[src/rtl/top_pkg.sv]
// -----------------------------------------------------------------------------
// top_pkg
// Shared defaults and types for the LED bring-up counter.
//   CNT_WIDTH_DEF : default width of the free-running counter
//   LED_LSB_DEF   : default counter bit driven onto io_led[0]
//   LED_WIDTH_DEF : default number of LED outputs
//   cnt_t / led_t : counter and LED bus types at the default sizes
// -----------------------------------------------------------------------------
package top_pkg;

  localparam int CNT_WIDTH_DEF = 32;
  localparam int LED_LSB_DEF   = 2;
  localparam int LED_WIDTH_DEF = 4;

  typedef logic [CNT_WIDTH_DEF-1:0] cnt_t;
  typedef logic [LED_WIDTH_DEF-1:0] led_t;

endpackage

[src/rtl/free_running_counter.sv]
// -----------------------------------------------------------------------------
// free_running_counter
// Binary up-counter that advances on every rising clock edge and wraps from
// all-ones to zero. Reset is asynchronous and active-high.
//   clk   : clock, rising-edge active
//   rst   : asynchronous active-high reset, clears the count immediately
//   count : current counter value (WIDTH bits)
// -----------------------------------------------------------------------------
module free_running_counter #(
  parameter int WIDTH = 32
) (
  input  logic             clk,
  input  logic             rst,
  output logic [WIDTH-1:0] count
);

  localparam logic [WIDTH-1:0] ONE = {{(WIDTH-1){1'b0}}, 1'b1};

  logic [WIDTH-1:0] count_d;
  logic [WIDTH-1:0] count_q;

  // Natural modulo-2^WIDTH wrap: the carry out of the MSB is simply dropped.
  always_comb begin
    count_d = count_q + ONE;
  end

  always_ff @(posedge clk or posedge rst) begin
    if (rst) begin
      count_q <= '0;
    end else begin
      count_q <= count_d;
    end
  end

  assign count = count_q;

endmodule

[src/rtl/top.sv]
// -----------------------------------------------------------------------------
// top
// FPGA bring-up demo: a free-running counter whose bits
// [LED_LSB+LED_WIDTH-1:LED_LSB] drive the LED bus, so with the defaults the
// LEDs advance once every 4 clocks and repeat every 64 clocks.
//   clk    : board clock, rising-edge active
//   rst    : asynchronous active-high reset (release must be away from clk edge)
//   io_led : LED bus, combinational view of the counter slice
// Build option:
//   TOP_GRAY_LED_EN : when defined, io_led shows the Gray code of the slice
//                     (one LED toggles per step); otherwise plain binary.
// -----------------------------------------------------------------------------
module top
  import top_pkg::*;
#(
  parameter int CNT_WIDTH = CNT_WIDTH_DEF,
  parameter int LED_LSB   = LED_LSB_DEF,
  parameter int LED_WIDTH = LED_WIDTH_DEF
) (
  input  logic                 clk,
  input  logic                 rst,
  output logic [LED_WIDTH-1:0] io_led
);

  if (CNT_WIDTH < LED_LSB + LED_WIDTH) begin : g_bad_width
    $error("top: CNT_WIDTH must be at least LED_LSB+LED_WIDTH");
  end

  logic [CNT_WIDTH-1:0] count;
  logic [LED_WIDTH-1:0] led_bin;
  logic                 unused_cnt;

  free_running_counter #(
    .WIDTH (CNT_WIDTH)
  ) u_counter (
    .clk   (clk),
    .rst   (rst),
    .count (count)
  );

  // Only a slice of the counter reaches the pins; the rest is kept as a sink
  // so the upper bits still count (they set nothing visible in this block).
  assign unused_cnt = ^count;

  assign led_bin = count[LED_LSB +: LED_WIDTH];

  // No output register: the LEDs follow the counter in the same delta, and a
  // reset clears them without waiting for a clock edge.
`ifdef TOP_GRAY_LED_EN
  assign io_led = led_bin ^ (led_bin >> 1);
`else
  assign io_led = led_bin;
`endif

endmodule

[config.mk]
export PLATFORM = sky130hd
export DESIGN_NAME = top
export DESIGN_NICKNAME = d
export VERILOG_FILES = /design/src/rtl/top_pkg.sv /design/src/rtl/free_running_counter.sv /design/src/rtl/top.sv
export SDC_FILE = /design/constraint.sdc
export NUM_CORES = 1
export LEC_CHECK = 0
export ABC_CLOCK_PERIOD_IN_PS = 2600
export BUFFER_PORTS_ARGS = -buffer_cell sky130_fd_sc_hd__buf_2
export CELL_PAD_IN_SITES_DETAIL_PLACEMENT = 0
export CELL_PAD_IN_SITES_GLOBAL_PLACEMENT = 1
export CORE_AREA = 2 2 39 41
export DETAILED_ROUTE_END_ITERATION = 8
export DIE_AREA = 0 0 41 43
export PLACE_DENSITY = 0.4
export SLEW_MARGIN = 5
export SYNTH_ARGS = -nofsm -noshare
export SYNTH_HDL_FRONTEND = slang
export SYNTH_SLANG_ARGS = --single-unit
export TNS_END_PERCENT = 1
[constraint.sdc]
create_clock -name clk -period 2.6 [get_ports clk]
set_input_delay 0.26 -clock clk [delete_from_list [all_inputs] [get_ports clk]]
set_output_delay 0.26 -clock clk [all_outputs]
set_load 0.01 [all_outputs]
=== Word-level counts from Yosys, hierarchy flattened ===
Cells that the tools add are included.

* RAM bits: 0
* Output and inout bits: 4
* Register bits after elaboration: 32
* Latch bits: 0
* Memories kept: 0
* ROM bits: 0

* Mux-type cells: 0
* Divide/modulo/power cells: 0
* $lt $le $gt $ge: 0
* $mul: 0
* Equality and inequality tests: 0
* Bitwise operators: 0
* Reduce and logical (&&, ||, !) cells: 0
* Shift-type cells: 0
* Add/sub/neg operators: 1

{| class="wikitable"
|+ Operators by type and width
! operator !! count
|-
| $add 32x1->32 const B || 1
|}

=== Depth between registers and ports, before layout ===
Gate-level depths: netlist of run 1.

* Word-level depth: 1
* Mapped depth: 3
* Gate-level depth less buffers: 3

=== Worst setup path before layout of run 1 ===
No wires, ideal clock.

* Path type: register -> register
* Start: reg u_counter.count_q[0] (netlist: u_counter.count[0])
* End: reg u_counter.count_q[4] (netlist: u_counter.count[4])
* Path buffers: 0
* Clock period less this slack: 0.872 ns
* Slack: 1.728 ns
* Cell stages (with the launch flop): 4
* Arrival: 0.792 ns
* Cell sequence: dfrtp_1 > ha_1 > nand3_1 > xnor2_1

* Cells in the longest elaborated chain, start to end: 1

{| class="wikitable"
|+ RTL lines
! element !! RTL line !! RTL
|-
| from (decl) || free_running_counter.sv:20 || <nowiki>logic [WIDTH-1:0] count_q;</nowiki>
|-
| from (signal assigned) || free_running_counter.sv:31 || <nowiki>count_q <= count_d;</nowiki>
|-
| $add 32x1->32 || free_running_counter.sv:24 || <nowiki>count_d = count_q + ONE;</nowiki>
|-
| net u_counter.count_d[4] || free_running_counter.sv:19 || <nowiki>logic [WIDTH-1:0] count_d;</nowiki>
|}

The timed path passes the listed nets, and every way through them passes these cells.

=== Final worst setup path of run 1 ===
* Start: reg u_counter.count_q[2] (netlist: u_counter.count[2])
* End: out io_led[0]

{| class="wikitable"
|+ RTL lines
! element !! RTL line !! RTL
|-
| to (decl) || top.sv:22 || <nowiki>output logic [LED_WIDTH-1:0] io_led</nowiki>
|}

No word-level cell between the ends.

==> results.md, run 1 <==
- CP max stage cell: dfrtp_1
- Yosys cell types: 8
- GRT Util Overall: 5.769%
- Yosys reg bits: 6
- Clock latency at the later pin of the worst-skew pair: 0.24 ns
- Final Hold Viols: 0
- Outcome: finished, final reports clean
- Critical path peak fanout: 5
- Post-Place Cells: 38
- ANT nets after route: 0
- Critical register-to-register path endpoint: u_counter.count[4]
- Synth area leaders: dfrtp_1, buf_4, xnor2_1
- FF+latch area: 150.1 sq um
- Count of input and output buffers: 5
- Pre-antenna DRT Iters: 2
- Area leader, netlist: dfrtp_1
- Min cycle time layout: 1.088 ns
- Num Clock Sinks: 6
- DRC Markers: 0
- Reg clk slew, reported paths: 0.05 ns
- Buf+Inv Stages, Crit Path: 1
- CTS H-tree lvls: 1
- # diodes: 0
- Post-synthesis sequential area ratio: 58.54%
- Final WL: 383 microns
- Max reg flops: 6
- Max Slew Vio Count: 0
- Fill count: 161
- CTS tree: built
- Pin count of the biggest net entering global routing: 7
- Area of the multi-input gates: 68.82 sq um
- Fraction of layout cells with a size suffix above 1: 30.77%
- WP data arrival: 0.83 ns
- Fmax: 918.9 MHz
- Non-Filler Instances: 42
- First-pass GRT wire length: 600 microns
- Num CTS Buffers: 3
- Placed Area: 271.5 sq um
- RSZ-0062 raised after global routing: no
- Vias in the first global route: 143
- Antenna violations before repair: 0
- Tightest Pin Transition: 0.2357 ns
- Clock Tree Buf Depth: 2
- Leak: 0.0001538 uW
- Final nets: 31
- Total congestion overflow: 0
- Mapped Cells: 21
- Routability congestion estimate: 0.6632
- # IOs: 6
- Reg2reg setup slack: 1.67 ns
- Worst Setup Path Type: reg -> out
- Initial Util: 18.54%
- CTS root buf: clkbuf_4
- Post-Synthesis Net Count: 24
- Final setup TNS: 0 ns
- DRT iter0 DRCs: 2
- Crit path max-delay family: flip-flops
- Hold Path Class: in -> async
- Max-cap violations: 0
- Via density: 3.619
- Final instance area: 304.0 sq um
- Die width: 41 microns
- VDD IR max: 0.1554 mV
- Critical-path cell list: buf_2
- Hold WS: 0.4675 ns
- Row count: 14
- Area grow syn2layout: 18.54%
- Vias: 152
- Worst Reg-to-Reg Cells: 3
- Mapped Avg Cell Area: 12.21 sq um
- Slew headroom: 84.27%
- Core area: 1384 sq um
- Chip Height: 43 microns
- Ys Warns: 0
- Average routed wire per standard cell: 9.119 microns
- Top cell type's share of synthesized area: 58.54%
- Worst setup SP type: flop
- CP startpoint: u_counter.count[2]
- DIE AREA: 1763 sq um
- Worst path max stage delay: 0.42 ns
- Final cycle utilization of the critical path: 41.86%
- Critical Path RT: 2.34 ns
- R2r startpoint: u_counter.count[0]
- # setup viols final: 0
- Synthesized cell area: 256.5 sq um
- Crit end category: output port
- Critical Path Stages: 1
- Clk_skew: 0.0006780 ns
- PwrDens: 606.0 nW/um^2
-- stage by stage --
stage | setup slack [ns] | total power [uW] | utilization (%)
final | 1.512 | 184.2 | 21.97
after global routing | 1.482 | 190.5 | 21.97
after CTS | 1.497 | 189.3 | 21.97
after detailed placement | 1.668 | 97.84 | 19.62
after global placement | 1.666 | 97.74 | 19.62
after floorplan | 1.728 | 96.57 | -
-- report_power, final --
part / switching [uW] / internal (uW) / total (uW)
combinational: 2.12 / 1.61 / 3.73
clock: 34.6 / 52.3 / 86.9
sequential: 0 / 93.6 / 93.6
-- cells in the mapped netlist --
| master | instances |
|---|---|
| buf_4 | 4 |
| dfrtp_1 | 6 |
| inv_1 | 2 |
| ha_1 | 1 |
| xor2_1 | 1 |
| xnor2_1 | 3 |
| and3_1 | 1 |
| nand3_1 | 3 |
-- how the worst max path moves through the flow --
stage                          to  slack, ns
2_1_floorplan  u_counter.count[4]       1.73
3_3_place_gp   u_counter.count[4]       1.67
3_5_place_dp   u_counter.count[4]       1.67
4_1_cts                 io_led[0]       1.50
5_1_grt                 io_led[0]       1.48
6_report                io_led[0]       1.51
-- layout by cell type (no fill, tap or decap) --
cell and count:
xnor2_1 3, clkbuf_4 3, and3_1 1, dlygate4sd3_1 1
inv_1 2, xor2_1 1, buf_2 5, dfrtp_1 6
nand3_1 3, ha_1 1
-- worst reg2reg max path: stages, from the launching register on --
cell and delay [ns]:
dfrtp_1 0.38, ha_1 0.20, nand3_1 0.10, xnor2_1 0.13
-- cell families (layout without fill, tap and decap cells) --
kind of cell | after synthesis | in the layout | synth area share [%]
flip-flops | 6 | 6 | 58.54
AND/OR/NAND/NOR | 4 | 4 | 8.293
XOR/XNOR | 4 | 4 | 13.66
buffers and inverters | 6 | 11 | 14.64
adder cells (fa/ha/maj) | 1 | 1 | 4.877
-- per-layer routing --
metal	vias to the layer above	GRT usage, %	share of wire [%]
met2	4	5.938	47
met1	76	6.601	42
met4	0	8.000	0
met5	-	0	0
met3	0	3.141	10
li1	72	-	-
-- final cells by class --
type / count / share of cell area (%)
Clock buffer: 3 / 7.407
Inverter: 2 / 2.469
Multi-Input combinational cell: 9 / 22.63
Sequential cell: 6 / 49.38
Tap cell: 16 / 6.584
Timing Repair Buffer: 6 / 11.52
-- repair_timing --
action	CTS	global route
gates resized for setup	0	0
setup buffers	0	0
endpoints found under the hold margin	6	0
hold buffers	1	0
(Power assumes the default switching activity.)
==> run 2, diff against run 1 <==
--- a/config.mk
+++ b/config.mk
@@ -5,7 +5,7 @@
 export SDC_FILE = /design/constraint.sdc
 export NUM_CORES = 1
 export LEC_CHECK = 0
-export ABC_CLOCK_PERIOD_IN_PS = 2600
+export ABC_CLOCK_PERIOD_IN_PS = 1150
 export BUFFER_PORTS_ARGS = -buffer_cell sky130_fd_sc_hd__buf_2
 export CELL_PAD_IN_SITES_DETAIL_PLACEMENT = 0
 export CELL_PAD_IN_SITES_GLOBAL_PLACEMENT = 1
==> constraint.sdc (replaced) <==
create_clock -name clk -period 1.15 [get_ports clk]
set_input_delay 0.115 -clock clk [delete_from_list [all_inputs] [get_ports clk]]
set_output_delay 0.115 -clock clk [all_outputs]
set_load 0.01 [all_outputs]
==> run 2 against run 1 <==
  * Sequential power increased by 130%
  * Critical path depth unchanged
  * Non-clock buffer count unchanged
  * Sequential cell count is the same
==> results.md, run 2 (synthesized netlist as in run 1, its figures left out) <==
- PwrDens: 1366 nW/um^2 (was 606.0 nW/um^2)
- Routability congestion estimate: 0.6951 (was 0.6632)
- Vias: 151 (was 152)
- WP data arrival: 0.84 ns (was 0.83 ns)
- Total congestion overflow: 0 (unchanged)
- Buf+Inv Stages, Crit Path: 1 (unchanged)
- Slew headroom: 83.81% (was 84.27%)
- VDD IR max: 0.3302 mV (was 0.1554 mV)
- Core area: 1384 sq um (unchanged)
- Post-Place Cells: 38 (unchanged)
- ANT nets after route: 0 (unchanged)
- Average routed wire per standard cell: 9.667 microns (was 9.119 microns)
- Detail Route met3 WL: 40 microns (was 39 microns)
- Critical path peak fanout: 5 (unchanged)
- Max-cap violations: 0 (unchanged)
- Reg clk slew, reported paths: 0.05 ns (about the same)
- Antenna violations before repair: 0 (unchanged)
- Final nets: 31 (unchanged)
- CTS H-tree lvls: 1 (unchanged)
- DRT iter0 DRCs: 1 (was 2)
- Fmax: 1052 MHz
- Worst path max stage delay: 0.43 ns (was 0.42 ns)
- CTS tree: built (unchanged)
- Vias in the first global route: 147 (was 143)
- Final Hold Viols: 0 (unchanged)
- Critical register-to-register path endpoint: u_counter.count[4] (unchanged)
- Final setup TNS: 0 ns (unchanged)
- Met1 WL: 169 microns (was 162 microns)
- Commonest non-fill, non-tap cell in the layout: dfrtp_1 (unchanged)
- First-pass GRT wire length: 600 microns (unchanged)
- Count of input and output buffers: 5 (unchanged)
- GRT Util Overall: 6.061% (was 5.769%)
- Commonest non-fill, non-tap cells in the layout: dfrtp_1, buf_2, nand3_1, xnor2_1, clkbuf_4 (unchanged)
- Die width: 41 microns (unchanged)
- Tightest Pin Transition: 0.2425 ns (was 0.2357 ns)
- Reg2reg setup slack: 0.20 ns (was 1.67 ns)
- Final WL: 406 microns (was 383 microns)
- Critical Path RT: 1.03 ns (was 2.34 ns)
- Via density: 3.595 (was 3.619)
- Non-Filler Instances: 42 (unchanged)
- Crit end category: output port (unchanged)
- Fraction of layout cells with a size suffix above 1: 30.77% (unchanged)
- # IOs: 6 (unchanged)
- Outcome: finished, final reports clean (unchanged)
- Wire length on met2: 196 microns (was 181 microns)
- CTS root buf: clkbuf_4 (unchanged)
- Clock Tree Buf Depth: 2 (unchanged)
- Num CTS Buffers: 3 (unchanged)
- Clk_skew: 0.002125 ns (was 0.0006780 ns)
- Chip Height: 43 microns (unchanged)
- R2r startpoint: u_counter.count[0] (unchanged)
- Initial Util: 18.54% (unchanged)
- Pre-antenna DRT Iters: 2 (unchanged)
- Pin count of the biggest net entering global routing: 7 (unchanged)
- Setup Fix Bufs, Post-CTS: 0 (unchanged)
- Post-DP HPWL: 303.8 microns
- DIE AREA: 1763 sq um (unchanged)
- # setup viols final: 0 (unchanged)
- CP max stage cell: dfrtp_1 (unchanged)
- Leak: 0.0001538 uW (unchanged)
- Crit path max-delay family: flip-flops (unchanged)
- Hold buffers post-CTS: 1 (unchanged)
- Fill count: 156 (was 161)
- Area grow syn2layout: 18.54% (unchanged)
- Top sig layer: met3 (unchanged)
- DRC Markers: 0 (unchanged)
- Worst Setup Path Type: reg -> out (unchanged)
- Min cycle time layout: 0.9503 ns
- Final cycle utilization of the critical path: 82.64%
- Max Slew Vio Count: 0 (unchanged)
- # diodes: 0 (unchanged)
- Cts repair resizes: 0 (unchanged)
- Hold Path Class: in -> async (unchanged)
- Clock latency at the later pin of the worst-skew pair: 0.24 ns (about the same)
- RSZ-0062 raised after global routing: no (unchanged)
- Max reg flops: 6 (unchanged)
- Worst Reg-to-Reg Cells: 3 (unchanged)
- Worst setup SP type: flop (unchanged)
- Num Clock Sinks: 6 (unchanged)
- Row count: 14 (unchanged)
- Critical-path cell list: buf_2 (unchanged)
==> run 2: cell counts in the layout (fill, tap and decap cells not counted) <==
Identical to the previous run, type by type.
==> run 2: worst max path at each step <==
stage | from | end | slack, ns | depth (start not counted)
after floorplan | u_counter.count[0] | u_counter.count[4] | 0.28 | 3
after global placement | u_counter.count[0] | u_counter.count[4] | 0.20 | 3
after detailed placement | u_counter.count[0] | u_counter.count[4] | 0.21 | 3
after CTS | u_counter.count[2] | io_led[0] | 0.19 | 1
after global routing | u_counter.count[0] | u_counter.count[4] | 0.15 | 3
final | u_counter.count[2] | io_led[0] | 0.20 | 1
==> run 2: power by group <==
group,total (uW),switching (uW),internal (uW)
Clock,195,77.0,118
Combinational,8.47,4.84,3.63
Sequential,212,0,212
==> run 2: tightest hold or removal path, delay by kind of cell <==
family   cells  cell delay [ns]
buf+inv      3             0.84
==> run 2: metrics by stage <==
step / total power (uW) / cell area (sq um) / setup WS, ns / hold WS (ns) / utilization, %
floorplan: 218.3 / 256.5 / 0.2782 / -0.09404 / -
global placement: 221.0 / 271.5 / 0.2039 / 0.03888 / 19.62
detailed placement: 221.3 / 271.5 / 0.2063 / 0.04565 / 19.62
CTS: 427.3 / 304.0 / 0.1941 / 0.3290 / 21.97
global route: 432.7 / 304.0 / 0.1529 / 0.3663 / 21.97
finish: 415.3 / 304.0 / 0.1997 / 0.3290 / 21.97
==> run 2: layout make-up <==
| type | count | area, sq um | area share [%] |
|---|---|---|---|
| multi-input combinational | 9 | 68.82 | 22.63 |
| inverter | 2 | 7.507 | 2.469 |
| sequential | 6 | 150.1 | 49.38 |
| tap | 16 | 20.02 | 6.584 |
| clock buffer | 3 | 22.52 | 7.407 |
| timing repair buffer | 6 | 35.03 | 11.52 |
==> run 2: routing by layer <==
| layer | track usage (%) | vias to the layer above |
|---|---|---|
| met5 | 0 | - |
| met4 | 10.00 | 0 |
| met3 | 3.141 | 0 |
| met2 | 6.563 | 4 |
| met1 | 5.902 | 73 |
| li1 | - | 74 |
